===== src/rtl/sudoku_game_fsm_if.sv =====
// Button/board bundle between the front-end and sudoku_game_fsm.
// master drives buttons, tick and puzzle; slave returns game status.
interface sudoku_game_fsm_if #(
  parameter int SIDE = 9,
  parameter int VW   = 4,
  parameter int TW   = 11
);
  logic                     tick_1hz;
  logic                     up_button;
  logic                     down_button;
  logic                     left_button;
  logic                     right_button;
  logic                     start_button;
  logic                     a_button;
  logic                     b_button;
  logic [SIDE*SIDE-1:0]     selected_visibility;
  logic [SIDE*SIDE*VW-1:0]  selected_map;
  logic [2:0]               state;
  logic [VW-1:0]            pos_i;
  logic [VW-1:0]            pos_j;
  logic [VW-1:0]            cell_value;
  logic [VW-1:0]            selected_number;
  logic [1:0]               strikes;
  logic [TW-1:0]            elapsed;
  logic                     difficulty;
  logic                     playing_condition;
  logic                     error;

  modport master (
    output tick_1hz, up_button, down_button, left_button,
    output right_button, start_button, a_button, b_button,
    output selected_visibility, selected_map,
    input  state, pos_i, pos_j, cell_value, selected_number,
    input  strikes, elapsed, difficulty, playing_condition, error
  );

  modport slave (
    input  tick_1hz, up_button, down_button, left_button,
    input  right_button, start_button, a_button, b_button,
    input  selected_visibility, selected_map,
    output state, pos_i, pos_j, cell_value, selected_number,
    output strikes, elapsed, difficulty, playing_condition, error
  );
endinterface


===== src/rtl/sudoku_game_fsm.sv =====
// Sudoku game controller: FSM, cursor, board, strikes, play timer.
// Ports: clk, reset (async low), bus (slave); pause via SUDOKU_PAUSE_EN.
module sudoku_game_fsm #(
  parameter int SIDE        = 9,
  parameter int VW          = 4,
  parameter int MAX_STRIKES = 3,
  parameter int TIME_LIMIT  = 600,
  parameter int TW          = 11
) (
  input  logic               clk,
  input  logic               reset,
  sudoku_game_fsm_if.slave   bus
);
  localparam int N  = SIDE * SIDE;
  localparam int IW = $clog2(N);
  localparam logic [VW-1:0] LAST = VW'(SIDE - 1);
  localparam logic [VW-1:0] TOP  = VW'(SIDE);
  localparam logic [VW-1:0] ONE  = VW'(1);

  typedef enum logic [2:0] {
    IDLE     = 3'b000,
    SELECT   = 3'b001,
    LOAD     = 3'b010,
    NAVIGATE = 3'b011,
    ENTER    = 3'b100,
    VICTORY  = 3'b101,
    DEFEAT   = 3'b110,
    PAUSE    = 3'b111
  } state_t;

  state_t            state_q;
  logic [VW-1:0]     pi_q, pj_q, sel_q;
  logic [1:0]        str_q;
  logic [TW-1:0]     el_q;
  logic              diff_q, err_q;
  logic [N-1:0]      vis_q;
  logic [VW-1:0]     brd_q [N];
  logic [6:0]        btn_q;
`ifdef SUDOKU_PAUSE_EN
  state_t            ret_q;
`endif

  logic [6:0]    btn, prs;
  logic          p_up, p_dn, p_lf, p_rt, p_st, p_a, p_b;
  logic [IW-1:0] idx;
  logic [TW-1:0] lim;
  logic          play, lose, win;

  assign btn = {bus.b_button, bus.a_button, bus.start_button,
                bus.right_button, bus.left_button,
                bus.down_button, bus.up_button};
  assign prs  = btn & ~btn_q;
  assign p_up = prs[0];
  assign p_dn = prs[1];
  assign p_lf = prs[2];
  assign p_rt = prs[3];
  assign p_st = prs[4];
  assign p_a  = prs[5];
  assign p_b  = prs[6];

  assign idx  = IW'(int'(pi_q) * SIDE + int'(pj_q));
  assign lim  = diff_q ? TW'(TIME_LIMIT / 2) : TW'(TIME_LIMIT);
  assign play = (state_q == NAVIGATE) || (state_q == ENTER);
  // Checked on registered values, so a game-ending update shows
  // for one cycle before the terminal state is entered.
  assign lose = (str_q == 2'(MAX_STRIKES)) || (el_q == lim);
  assign win  = &vis_q;

  assign bus.state             = state_q;
  assign bus.pos_i             = pi_q;
  assign bus.pos_j             = pj_q;
  assign bus.cell_value        = vis_q[idx] ? brd_q[idx] : '0;
  assign bus.selected_number   = sel_q;
  assign bus.strikes           = str_q;
  assign bus.elapsed           = el_q;
  assign bus.difficulty        = diff_q;
  assign bus.playing_condition = play;
  assign bus.error             = err_q;

  always_ff @(posedge clk or negedge reset) begin
    if (!reset) begin
      state_q <= IDLE;
      pi_q    <= '0;
      pj_q    <= '0;
      sel_q   <= ONE;
      str_q   <= '0;
      el_q    <= '0;
      diff_q  <= 1'b0;
      err_q   <= 1'b0;
      vis_q   <= '0;
      btn_q   <= '0;
      for (int k = 0; k < N; k++) brd_q[k] <= '0;
`ifdef SUDOKU_PAUSE_EN
      ret_q   <= IDLE;
`endif
    end else begin
      btn_q <= btn;
      err_q <= 1'b0;
      if (play && bus.tick_1hz && el_q != lim)
        el_q <= el_q + TW'(1);
      unique case (state_q)
        IDLE: if (p_st) state_q <= SELECT;
        SELECT: begin
          if (p_up)      diff_q <= 1'b1;
          else if (p_dn) diff_q <= 1'b0;
          if (p_a) state_q <= LOAD;
        end
        LOAD: begin
          vis_q <= bus.selected_visibility;
          for (int k = 0; k < N; k++)
            brd_q[k] <= bus.selected_map[k*VW +: VW];
          pi_q  <= '0;
          pj_q  <= '0;
          str_q <= '0;
          el_q  <= '0;
          sel_q <= ONE;
          if (p_st) state_q <= NAVIGATE;
        end
        NAVIGATE: begin
          if (lose)     state_q <= DEFEAT;
          else if (win) state_q <= VICTORY;
`ifdef SUDOKU_PAUSE_EN
          else if (p_st) begin
            ret_q   <= NAVIGATE;
            state_q <= PAUSE;
          end
`endif
          else begin
            if (p_up)      pi_q <= (pi_q == '0) ? LAST : pi_q - ONE;
            else if (p_dn) pi_q <= (pi_q == LAST) ? '0 : pi_q + ONE;
            else if (p_lf) pj_q <= (pj_q == '0) ? LAST : pj_q - ONE;
            else if (p_rt) pj_q <= (pj_q == LAST) ? '0 : pj_q + ONE;
            if (p_a && !vis_q[idx]) state_q <= ENTER;
          end
        end
        ENTER: begin
          if (lose)     state_q <= DEFEAT;
          else if (win) state_q <= VICTORY;
`ifdef SUDOKU_PAUSE_EN
          else if (p_st) begin
            ret_q   <= ENTER;
            state_q <= PAUSE;
          end
`endif
          else if (p_a) begin
            if (brd_q[idx] == sel_q) begin
              vis_q[idx] <= 1'b1;
              state_q    <= NAVIGATE;
            end else begin
              if (str_q != 2'd3) str_q <= str_q + 2'd1;
              err_q <= 1'b1;
            end
          end
          else if (p_b)  state_q <= NAVIGATE;
          else if (p_up) sel_q <= (sel_q == TOP) ? ONE : sel_q + ONE;
          else if (p_dn) sel_q <= (sel_q == ONE) ? TOP : sel_q - ONE;
        end
        VICTORY, DEFEAT: if (p_st) state_q <= SELECT;
        PAUSE: begin
`ifdef SUDOKU_PAUSE_EN
          if (lose)      state_q <= DEFEAT;
          else if (p_st) state_q <= ret_q;
`else
          state_q <= IDLE;
`endif
        end
      endcase
    end
  end
endmodule


===== src/flat_wrapper.sv =====
// flat-port wrapper written by rule: the top's interface ports become plain ports
module sudoku_game_fsm_flat 
#(
  parameter int SIDE        = 9,
  parameter int VW          = 4,
  parameter int MAX_STRIKES = 3,
  parameter int TIME_LIMIT  = 600,
  parameter int TW          = 11
)
  (clk, reset, bus_tick_1hz, bus_up_button, bus_down_button, bus_left_button, bus_right_button, bus_start_button, bus_a_button, bus_b_button, bus_selected_visibility, bus_selected_map, bus_state, bus_pos_i, bus_pos_j, bus_cell_value, bus_selected_number, bus_strikes, bus_elapsed, bus_difficulty, bus_playing_condition, bus_error);
  sudoku_game_fsm_if #(.SIDE(SIDE), .VW(VW), .TW(TW)) bus_i ();
  input  logic clk;
  input  logic reset;
  input wire logic [$bits(bus_i.tick_1hz)-1:0] bus_tick_1hz;
  input wire logic [$bits(bus_i.up_button)-1:0] bus_up_button;
  input wire logic [$bits(bus_i.down_button)-1:0] bus_down_button;
  input wire logic [$bits(bus_i.left_button)-1:0] bus_left_button;
  input wire logic [$bits(bus_i.right_button)-1:0] bus_right_button;
  input wire logic [$bits(bus_i.start_button)-1:0] bus_start_button;
  input wire logic [$bits(bus_i.a_button)-1:0] bus_a_button;
  input wire logic [$bits(bus_i.b_button)-1:0] bus_b_button;
  input wire logic [$bits(bus_i.selected_visibility)-1:0] bus_selected_visibility;
  input wire logic [$bits(bus_i.selected_map)-1:0] bus_selected_map;
  output wire logic [$bits(bus_i.state)-1:0] bus_state;
  output wire logic [$bits(bus_i.pos_i)-1:0] bus_pos_i;
  output wire logic [$bits(bus_i.pos_j)-1:0] bus_pos_j;
  output wire logic [$bits(bus_i.cell_value)-1:0] bus_cell_value;
  output wire logic [$bits(bus_i.selected_number)-1:0] bus_selected_number;
  output wire logic [$bits(bus_i.strikes)-1:0] bus_strikes;
  output wire logic [$bits(bus_i.elapsed)-1:0] bus_elapsed;
  output wire logic [$bits(bus_i.difficulty)-1:0] bus_difficulty;
  output wire logic [$bits(bus_i.playing_condition)-1:0] bus_playing_condition;
  output wire logic [$bits(bus_i.error)-1:0] bus_error;
  assign bus_i.tick_1hz = bus_tick_1hz;
  assign bus_i.up_button = bus_up_button;
  assign bus_i.down_button = bus_down_button;
  assign bus_i.left_button = bus_left_button;
  assign bus_i.right_button = bus_right_button;
  assign bus_i.start_button = bus_start_button;
  assign bus_i.a_button = bus_a_button;
  assign bus_i.b_button = bus_b_button;
  assign bus_i.selected_visibility = bus_selected_visibility;
  assign bus_i.selected_map = bus_selected_map;
  assign bus_state = bus_i.state;
  assign bus_pos_i = bus_i.pos_i;
  assign bus_pos_j = bus_i.pos_j;
  assign bus_cell_value = bus_i.cell_value;
  assign bus_selected_number = bus_i.selected_number;
  assign bus_strikes = bus_i.strikes;
  assign bus_elapsed = bus_i.elapsed;
  assign bus_difficulty = bus_i.difficulty;
  assign bus_playing_condition = bus_i.playing_condition;
  assign bus_error = bus_i.error;
  sudoku_game_fsm #(.SIDE(SIDE), .VW(VW), .MAX_STRIKES(MAX_STRIKES), .TIME_LIMIT(TIME_LIMIT), .TW(TW)) u_core (.clk(clk), .reset(reset), .bus(bus_i));
endmodule

===== config.mk =====
export PLATFORM = sky130hd
export DESIGN_NAME = sudoku_game_fsm_flat
export DESIGN_NICKNAME = d
export VERILOG_FILES = /design/src/rtl/sudoku_game_fsm_if.sv /design/src/rtl/sudoku_game_fsm.sv /design/src/flat_wrapper.sv
export SDC_FILE = /design/constraint.sdc
export NUM_CORES = 1
export LEC_CHECK = 0
export BUFFER_PORTS_ARGS = -buffer_cell sky130_fd_sc_hd__buf_4
export CORE_MARGIN = 2
export CORE_UTILIZATION = 45
export CTS_BUF_LIST = sky130_fd_sc_hd__clkbuf_16
export DETAILED_ROUTE_END_ITERATION = 8
export PLACE_DENSITY = 0.68
export RECOVER_POWER = 100
export SLEW_MARGIN = 5
export SYNTH_ARGS = -nofsm -noshare
export SYNTH_HDL_FRONTEND = slang
export SYNTH_SLANG_ARGS = --single-unit

===== constraint.sdc =====
create_clock -name clk -period 4.3 [get_ports clk]
set_input_delay 0.645 -clock clk [delete_from_list [all_inputs] [get_ports clk]]
set_output_delay 0.645 -clock clk [all_outputs]
set_load 0.01 [all_outputs]

### Word-level counts from Yosys, hierarchy flattened

Cells that the tools add are included.

| cells by class | value |
|---|---|
| $add $sub $neg | 9 |
| $mul | 1 |
| order comparisons | 3 |
| equality and inequality tests | 37 |
| multiplexer cells | 66 |
| bitwise gates (word level) | 4 |
| reductions and logical operators | 23 |

Operator list:

| operator | count |
|---|---|
| 2-to-1 mux 81 bit | 4 |
| case mux 81 bit (2 select lines) | 1 |
| 2-to-1 mux 4 bit | 25 |
| bitwise OR 81 bit | 1 |
| AND reduction 81 bit | 1 |
| 2-to-1 mux 3 bit | 11 |
| binary-select mux 4 bit (select 7 bit) | 1 |
| != test 2 bit (second input constant) | 12 |
| case mux 4 bit (2 select lines) | 3 |
| AND reduction 6 bit | 4 |
| 2-to-1 mux 11 bit | 2 |
| case mux 3 bit (6 select lines) | 1 |
| adder 4 x 1 -> 4 bit (second input constant) | 3 |
| == test 3 bit (second input constant) | 4 |
| == test 4 bit (second input constant) | 3 |
| subtractor 4 x 1 -> 4 bit (second input constant) | 3 |
| adder 11 x 1 -> 11 bit (second input constant) | 1 |
| == test 11 bit | 1 |
| != test 11 bit | 1 |
| 2-to-1 mux 10 bit | 1 |
| 2-to-1 mux 2 bit | 5 |
| 2-to-1 mux 1 bit | 9 |
| != test 3 x 1 -> 1 bit (second input constant) | 3 |
| greater-or-equal comparator 8 bit (second input constant) | 1 |
| other kinds (30) | 42 |

| word-level totals | value |
|---|---|
| register bits after elaboration | 442 |
| output and inout port bits | 35 |
| logic and storage cells | 234 |

### Logic depth before layout (Yosys ltp)

Gate-level depths: netlist of run 1.

| depth | value |
|---|---|
| depth after elaboration | 12 |
| mapped depth | 18 |
| depth with buffers taken out | 13 |

### Least setup slack after synthesis of run 1

OpenSTA, ideal clock, no wires.

| path | value |
|---|---|
| kind | register to output |
| start point | register u_core.pj_q[1] (netlist: u_core.bus.pos_j[1]) |
| end point | output bus_cell_value[0] |
| arrival time | 3.797 ns |
| setup slack | -0.142 ns |
| cell stages (with the launch flop) | 16 |
| path buffers | 5 |
| cell sequence | dfrtp_1 -> ha_1 -> ha_1 -> fa_1 -> buf_2 -> buf_6 -> buf_4 -> buf_2 -> buf_2 -> mux2_2 -> o221ai_1 -> a221oi_1 -> nor3_1 -> nor4_1 -> a211o_1 -> nor4b_1 |

| on the way | value |
|---|---|
| word-level cells in the longest chain between the ends | 6 |

Ends and longest elaborated chain:

| element | RTL line | RTL |
|---|---|---|
| start: declaration | sudoku_game_fsm.sv:32 | `logic [VW-1:0] pi_q, pj_q, sel_q;` |
| start signal: assignment | sudoku_game_fsm.sv:131 | `else if (p_lf) pj_q <= (pj_q == '0) ? LAST : pj_q - ONE;` |
| start signal: assignment | sudoku_game_fsm.sv:132 | `else if (p_rt) pj_q <= (pj_q == LAST) ? '0 : pj_q + ONE;` |
| adder 7 x 5 -> 7 bit * | sudoku_game_fsm.sv:61 | `assign idx = IW'(int'(pi_q) * SIDE + int'(pj_q));` |
| NOT 7 -> 8 bit (implied by the code) | sudoku_game_fsm.sv:72 | `assign bus.cell_value = vis_q[idx] ? brd_q[idx] : '0;` |
| binary-select mux 4 bit (select 7 bit) | sudoku_game_fsm.sv:72 |  |
| 2-to-1 mux 4 bit (implied by the code) (2 in a row) | sudoku_game_fsm.sv:72 |  |
| 2-to-1 mux 4 bit * | sudoku_game_fsm.sv:72 |  |
| end: declaration | flat_wrapper.sv:27 | `output wire logic [$bits(bus_i.cell_value)-1:0] bus_cell_value;` |

Every way passes the cells marked *; elsewhere a longest branch is shown, timed or not. The select of a mux whose other input is x is not followed.

### Worst setup path in the final report of run 1

| path | value |
|---|---|
| start point | register u_core.pi_q[1] (netlist: u_core.bus.pos_i[1]) |
| end point | output bus_cell_value[2] |

| on the way | value |
|---|---|
| word-level cells in the longest chain between the ends | 7 |

Ends and longest elaborated chain:

| element | RTL line | RTL |
|---|---|---|
| start: declaration | sudoku_game_fsm.sv:32 |  |
| start signal: assignment | sudoku_game_fsm.sv:129 | `if (p_up) pi_q <= (pi_q == '0) ? LAST : pi_q - ONE;` |
| start signal: assignment | sudoku_game_fsm.sv:130 | `else if (p_dn) pi_q <= (pi_q == LAST) ? '0 : pi_q + ONE;` |
| multiplier 4 x 4 -> 7 bit * | sudoku_game_fsm.sv:61 |  |
| adder 7 x 5 -> 7 bit * | sudoku_game_fsm.sv:61 |  |
| NOT 7 -> 8 bit (implied by the code) | sudoku_game_fsm.sv:72 |  |
| binary-select mux 4 bit (select 7 bit) | sudoku_game_fsm.sv:72 |  |
| 2-to-1 mux 4 bit (implied by the code) (2 in a row) | sudoku_game_fsm.sv:72 |  |
| 2-to-1 mux 4 bit * | sudoku_game_fsm.sv:72 |  |

Marked as above.

==> impl_metrics.csv, run 1 <==
group,metric,value,unit
outcome,outcome,"complete, but fails checks",
outcome,failed_checks,"max-capacitance violations, max-slew violations, negative setup slack",
setup_path,reg2reg_depth,17,
power_and_ir_drop,powerDensity,931,nW/um2
detailed_routing,dr_total_vias,22600,
final_layout,final_util,60.2,%
final_layout,layout.nets,3648,
floorplan,rows,82,
cts,ctsLongestPathBuffers,3,
cts,clk_pin_slew,60,ps
detailed_routing,antenna_left,0,
final_layout,n_fill_cell,4426,
logic_synthesis,async_reset_ff_share,100,%
grt,grt_pass1_wl,135,mm
final_layout,area_delta_synth_final,32.3,%
detailed_routing,wl_per_cell,23.0,um
hold_path,hold_path_end,"u_core.btn_q[4]",
logic_synthesis,yosys_most_used_dff,"dfrtp_1",
timing,period_needed,4990,ps
power_and_ir_drop,ir_worst_vdd,0.830,mV
grt,antenna_found_initial,1,
detailed_routing,drt_iter0_drc,2375,
floorplan,die_area,52500,um2
logic_synthesis,synthCells,2698,
logic_synthesis,avgSynthCellArea,8.45,um2
timing,whs,194,ps
hold_path,hold_path_class,"in2reg",
place,dp_cells,3811,
grt,grtUsageTotal,33.3,%
floorplan,start_util,45.5,%
power_and_ir_drop,switching_share,46.5,%
logic_synthesis,syn_nets,3135,
cts,h-tree-depth,2,
detailed_routing,totalWireLength,90.1,mm
logic_synthesis,yosysMostFrequentCell,"nand2_1",
grt,use_met2,52.7,%
final_layout,drive_above_1_share,27.6,%
hold_path,holdPathStages,1,
timing,rsz0062_at_grt,"true",
logic_synthesis,synth_edf_count,0,
timing,tightest_slew,2830,ps
grt,grt_pass1_vias,22500,
setup_path,crit_path_end_kind,"primary output",
logic_synthesis,synth_common_cells,"nand2_1 (1,020), dfrtp_1 (441), nor2_1 (237), clkbuf_1 (136), a21oi_1 (108)",
logic_synthesis,yosys_warnings,0,
power_and_ir_drop,clock_power_share,14.0,%
power_and_ir_drop,power.internal,15.0,mW
power_and_ir_drop,leakage,14.5,nW
grt,use_met3,5.93,%
floorplan,core,50100,um2
setup_path,crit_chain,"ha_4 > ha_4 > fa_4 > buf_6 > buf_12 > mux2_4 > o22ai_2 > nand2_1 > a22oi_1 > buf_4 > o22ai_1 > a211o_1 > nor4b_2 > buf_4 > buf_6",
setup_path,critPathLaunchType,"flop",
place,post_dp_cell_area,28000,um2
logic_synthesis,ys_seq_area_share,48.5,%
grt,top_usage_layer,"met2",
cts,cts_num_sinks,442,
timing,hold_viol,0,
power_and_ir_drop,design_power_total,28.1,mW
flow_run,maxCapViolCount,4,
timing,fin_tns_setup,-18290,ps
cts,cts_tree,"built",
timing,fmax,0.200,GHz
final_layout,stdcell_count,3916,
setup_path,reg2reg_to,"u_core.vis_q[22]",
detailed_routing,first_pass_iters,7,
detailed_routing,vias_per_cell,5.77,
floorplan,ioPinCount,450,
setup_path,crit_type,"reg2out",
timing,setup_slack,-695,ps
setup_path,cp_max_fo,6,
power_and_ir_drop,pwr-share-seq,27.2,%
final_layout,diodes,0,
final_layout,design_area,30200,um2
place,portBuffers,449,
hold_path,hold_path_startpoint,"bus_start_button",
cts,worstSkewPairLatency,600,ps
timing,fin_crit_sh,116,%
timing,finClkSkew,21.0,ps
floorplan,die_y,229,um
setup_path,r2r_slack,-240,ps
floorplan,die_w,229,um
logic_synthesis,synth_top_area_cell,"dfrtp_1",
timing,slew_viol_final,503,
power_and_ir_drop,p_comb_share,58.8,%
place,place_hpwl,64.2,mm
setup_path,worst_ep_arrival_time,4350,ps
logic_synthesis,synth.ff_latch_count,442,
setup_path,slowest_stage,"fa_4",
setup_path,r2r_start,"u_core.bus.pos_i[1]",
place,post-place-ws,-646,ps
setup_path,worstPathRequired,3650,ps
logic_synthesis,syn-cell-area,22800,um2
cts,clock-root-buffer,"clkbuf_16",
grt,overflow,0,
timing,timing.slew.headroom,-89.0,%
cts,cts-buffers-inserted,48,
timing,setup_violations,91,
logic_synthesis,synthTopCellsByArea,"dfrtp_1 (48%), nand2_1 (17%), nor2_1 (3.9%)",
detailed_routing,drc,0,
grt,met1_usage,45.3,%
logic_synthesis,synth_top_area_share,48.4,%
setup_path,max_stage_delay,850,ps
logic_synthesis,ys_types,76,
power_and_ir_drop,switchingPower,13.1,mW
place,place_congestion,0.935,
cts,ctsHoldBuffers,0,
grt,grt_max_degree,206,
logic make-up after synthesis:
kind of cell	Yosys count	share of synthesized area, %
buffers and inverters	219	4.24
adders and majority gates	22	1.24
AOI/OAI and AO/OA	400	12.1
DFF	442	48.5
and+or+nand+nor	1474	26.9
xor gates and xnor gates	11	0.423
muxes	130	6.65
worst max path at each step:
| stage | from | to | slack, ps | cells past startpoint |
|---|---|---|---|---|
| 4_1_cts | u_core.bus.pos_j[1] | bus_cell_value[3] | -700 | 14 |
| 3_3_place_gp | u_core.bus.pos_j[1] | u_core.bus.strikes[0] | -530 | 15 |
| 3_5_place_dp | u_core.bus.pos_j[1] | u_core.bus.strikes[0] | -650 | 15 |
| 2_1_floorplan | u_core.bus.pos_j[1] | u_core.vis_q[24] | 9 | 16 |
| 5_1_grt | u_core.bus.pos_i[1] | bus_cell_value[3] | -790 | 14 |
| 6_report | u_core.bus.pos_i[1] | bus_cell_value[2] | -690 | 15 |
metal layers:
layer,vias up,share of wire [%]
met2,1138,46
met4,0,4.6
li1,10200,-
met1,11100,41
met5,-,0
met3,236,8.4
layout by cell type, fill, tap and decap left out, types with 30 or more instances in the layout:
cell type and instances:
buf_4 560, clkbuf_1 36, clkbuf_16 54, o22ai_1 66
o21ai_0 39, mux2i_1 46, a21oi_1 88, inv_1 30
nand4_1 89, nor2_1 237, dfrtp_1 441, nand2_1 1017
mux2_2 65
registers in the layout, indices dropped and copies added, names as in the netlist:
register	count
u_core.brd_q	324
u_core.bus.error	1
u_core.btn_q	7
u_core.bus.pos_i	4
u_core.bus.elapsed	11
u_core.bus.strikes	2
u_core.bus.state	3
u_core.bus.difficulty	1
u_core.bus.selected_number	4
u_core.vis_q	81
u_core.bus.pos_j	4
critical path: cells and delay by family (launching register included):
| family | cells | cell delay (ps) |
|---|---|---|
| multiplexers | 1 | 310 |
| buffers and inverters | 5 | 740 |
| AO/OA/AOI/OAI | 4 | 800 |
| AND/OR/NAND/NOR | 2 | 250 |
| flip-flops | 1 | 410 |
| adder cells (fa/ha/maj) | 3 | 1270 |
power by group through the flow:
stage	sequential [mW]	clock, mW	combinational [mW]
final	7.64	3.93	16.5
after global routing	7.82	4.14	17.7
after CTS	7.55	3.97	15.0
after detailed placement	7.60	0	14.6
after global placement	7.55	0	14.4
after floorplan	7.06	0	9.10
what timing repair did:
| item | CTS | global route |
|---|---|---|
| buffers inserted | 4 | 14 |
| gates cloned | 1 | 6 |
| gates resized for setup | 39 | 120 |
| pin swaps | 3 | 40 |
| setup endpoints to repair | 91 | 91 |
layout make-up:
cell class,instances,area (um2),area share (%)
multi-input combinational,2038,11400,38.0
inverter,25,93.8,0.311
timing repair buffer,656,5270,17.5
clock inverter,34,224,0.743
tap,672,841,2.79
sequential,442,11100,36.7
clock buffer,49,1230,4.07
No activity file was read; power rests on OpenSTA's default activity.
==> run 2, diff against run 1 <==
--- a/config.mk
+++ b/config.mk
@@ -12,6 +12,7 @@
 export DETAILED_ROUTE_END_ITERATION = 8
 export PLACE_DENSITY = 0.68
 export RECOVER_POWER = 100
+export SKIP_CTS_REPAIR_TIMING = 1
 export SLEW_MARGIN = 5
 export SYNTH_ARGS = -nofsm -noshare
 export SYNTH_HDL_FRONTEND = slang
==> run 2 against run 1 <==
  * The run still ends with max-capacitance violations, max-slew violations, negative setup slack left
  * Combinational power decreased by 4%
  * Power decreased by 2.6%
  * First-iteration DRC count rose by 4.8%
  * Clock skew up 4.2 ps
  * Clock power about the same
  * Wire length fell by 0.55%
  * Non-clock buffer count up 7
  * Sequential cell count stayed put
  * Global-route usage shrank 0.11 points
  * Setup slack worse by 130 ps
  * Maximum frequency is 2.5% lower
  * Cell area down 0.18%
  * Critical path type unchanged
  * Critical endpoint is now bus_cell_value[1]
==> impl_metrics.csv, run 2 (synthesized netlist as in run 1, its figures left out) <==
group,metric,value,unit
outcome,outcome,"complete, but fails checks",
outcome,failed_checks,"max-capacitance violations, max-slew violations, negative setup slack",
setup_path,path_buf_inv,5,
final_layout,design_area,30100,um2
timing,tightest_slew,2770,ps
grt,grt_pass1_wl,134,mm
setup_path,crit_path_end_kind,"primary output",
cts,clock-root-buffer,"clkbuf_16",
timing,slew_viol_final,163,
flow_run,maxCapViolCount,2,
setup_path,worstPathRequired,3650,ps
floorplan,die_area,52500,um2
place,portBuffers,449,
setup_path,critPathLaunchType,"flop",
grt,antenna_found_initial,0,
hold_path,hold_path_class,"in2reg",
floorplan,ioPinCount,450,
final_layout,largest-register,"u_core.brd_q",
setup_path,crit_path_start,"u_core.bus.pos_i[1]",
setup_path,slowest_stage,"fa_4",
detailed_routing,totalWireLength,89.6,mm
cts,cts_tree,"built",
timing,finClkSkew,25.2,ps
timing,timing.slew.headroom,-84.7,%
detailed_routing,wl_per_cell,22.8,um
floorplan,die_y,229,um
timing,rsz0062_at_grt,"true",
setup_path,crit_family,"adder cells",
detailed_routing,drc,0,
final_layout,largest_reg_flops,324,
final_layout,final_util,60.1,%
detailed_routing,dr_total_vias,22600,
detailed_routing,vias_per_cell,5.76,
setup_path,reg2reg_to,"u_core.vis_q[76]",
timing,fmax,0.195,GHz
detailed_routing,drt_iter0_drc,2489,
setup_path,r2r_start,"u_core.bus.pos_i[1]",
detailed_routing,first_pass_iters,6,
place,place_hpwl,64.2,mm
setup_path,cp_num_cells,15,
floorplan,rows,82,
power_and_ir_drop,powerDensity,908,nW/um2
setup_path,crit_chain,"ha_4 > ha_4 > fa_4 > buf_12 > clkbuf_16 > buf_8 > or2_4 > o221ai_1 > a222oi_1 > a211oi_2 > a21oi_2 > a211o_1 > nor4b_2 > buf_4 > buf_4",
final_layout,layout_common_cells,"nand2_1 (1,018), buf_4 (581), dfrtp_1 (441), nor2_1 (235), a21oi_1 (103)",
floorplan,core,50100,um2
final_layout,final_common_cell,"nand2_1",
final_layout,area_delta_synth_final,32.0,%
grt,overflow,0,
timing,hold_viol,0,
final_layout,layout.nets,3655,
grt,grtUsageTotal,33.2,%
timing,period_needed,5120,ps
cts,ctsLongestPathBuffers,3,
setup_path,reg2reg_depth,19,
floorplan,die_w,229,um
timing,setup_slack,-822,ps
timing,setup_violations,91,
place,post_dp_cell_area,28000,um2
setup_path,cp_max_fo,7,
setup_path,max_stage_delay,860,ps
cts,cts_num_sinks,442,
grt,grt_max_degree,206,
setup_path,worst_ep_arrival_time,4480,ps
timing,fin_crit_sh,119,%
floorplan,start_util,45.5,%
cts,cts-buffers-inserted,48,
setup_path,crit_type,"reg2out",
final_layout,diodes,0,
setup_path,endpoint,"bus_cell_value[1]",
detailed_routing,antenna_left,0,
power_and_ir_drop,ir_worst_vdd,0.836,mV
cts,worstSkewPairLatency,600,ps
cts,clk_pin_slew,60,ps
power_and_ir_drop,leakage,14.6,nW
grt,grt_pass1_vias,22400,
setup_path,r2r_slack,-400,ps
cts,h-tree-depth,2,
final_layout,drive_above_1_share,27.4,%
place,place_congestion,0.935,
-- run 2: cell count changes in the layout (fill, tap and decap cells not counted), moves of 4 or more --
| cell | change |
|---|---|
| mux2_4 | -4 |
| buf_4 | +21 |
| o41ai_1 | +5 |
| a21oi_2 | -15 |
| clkbuf_1 | -12 |
| mux2_2 | +5 |
| a21oi_1 | +15 |
-- run 2: cell type report --
class / count / area [um2]
Clock buffer: 49 / 1230
Tap cell: 672 / 841
Timing Repair Buffer: 663 / 5390
Fill cell: 4427 / 20000
Clock inverter: 34 / 224
Inverter: 25 / 93.8
Sequential cell: 442 / 11100
Multi-Input combinational cell: 2038 / 11300
-- run 2: how the worst min path moves through the flow --
stage,start,to,slack [ps],cells after the start
after global routing,bus_start_button,u_core.btn_q[4],200,1
after floorplan,reset,u_core.brd_q[0],350,0
final,bus_start_button,u_core.btn_q[4],190,1
after CTS,reset,u_core.bus.selected_number[2],150,1
after global placement,u_core.brd_q[108],u_core.brd_q[108],450,2
after detailed placement,u_core.brd_q[54],u_core.brd_q[54],460,2
-- run 2: stage by stage --
step	hold WS (ps)	worst slack, ps	instances	setup TNS, ps	power [mW]
floorplan	349	8.67	2698	0	16.2
global placement	453	-526	3811	-30480	21.9
detailed placement	458	-646	3811	-40940	22.2
CTS	147	-1110	3894	-43210	26.2
global route	197	-880	3923	-41240	28.9
finish	193	-822	3923	-29900	27.3
-- run 2: layer usage --
metal	part of all wire, %	track usage, %	vias to the layer above
met2	45	51.8	1162
li1	-	-	10200
met5	0	0	-
met4	4.8	15.1	0
met3	8.5	6.13	242
met1	41	45.0	11000
-- run 2: where the power goes --
part | total (mW) | internal, mW | switching, mW
combinational | 15.8 | 6.16 | 9.60
sequential | 7.64 | 6.19 | 1.45
clock | 3.95 | 2.18 | 1.76
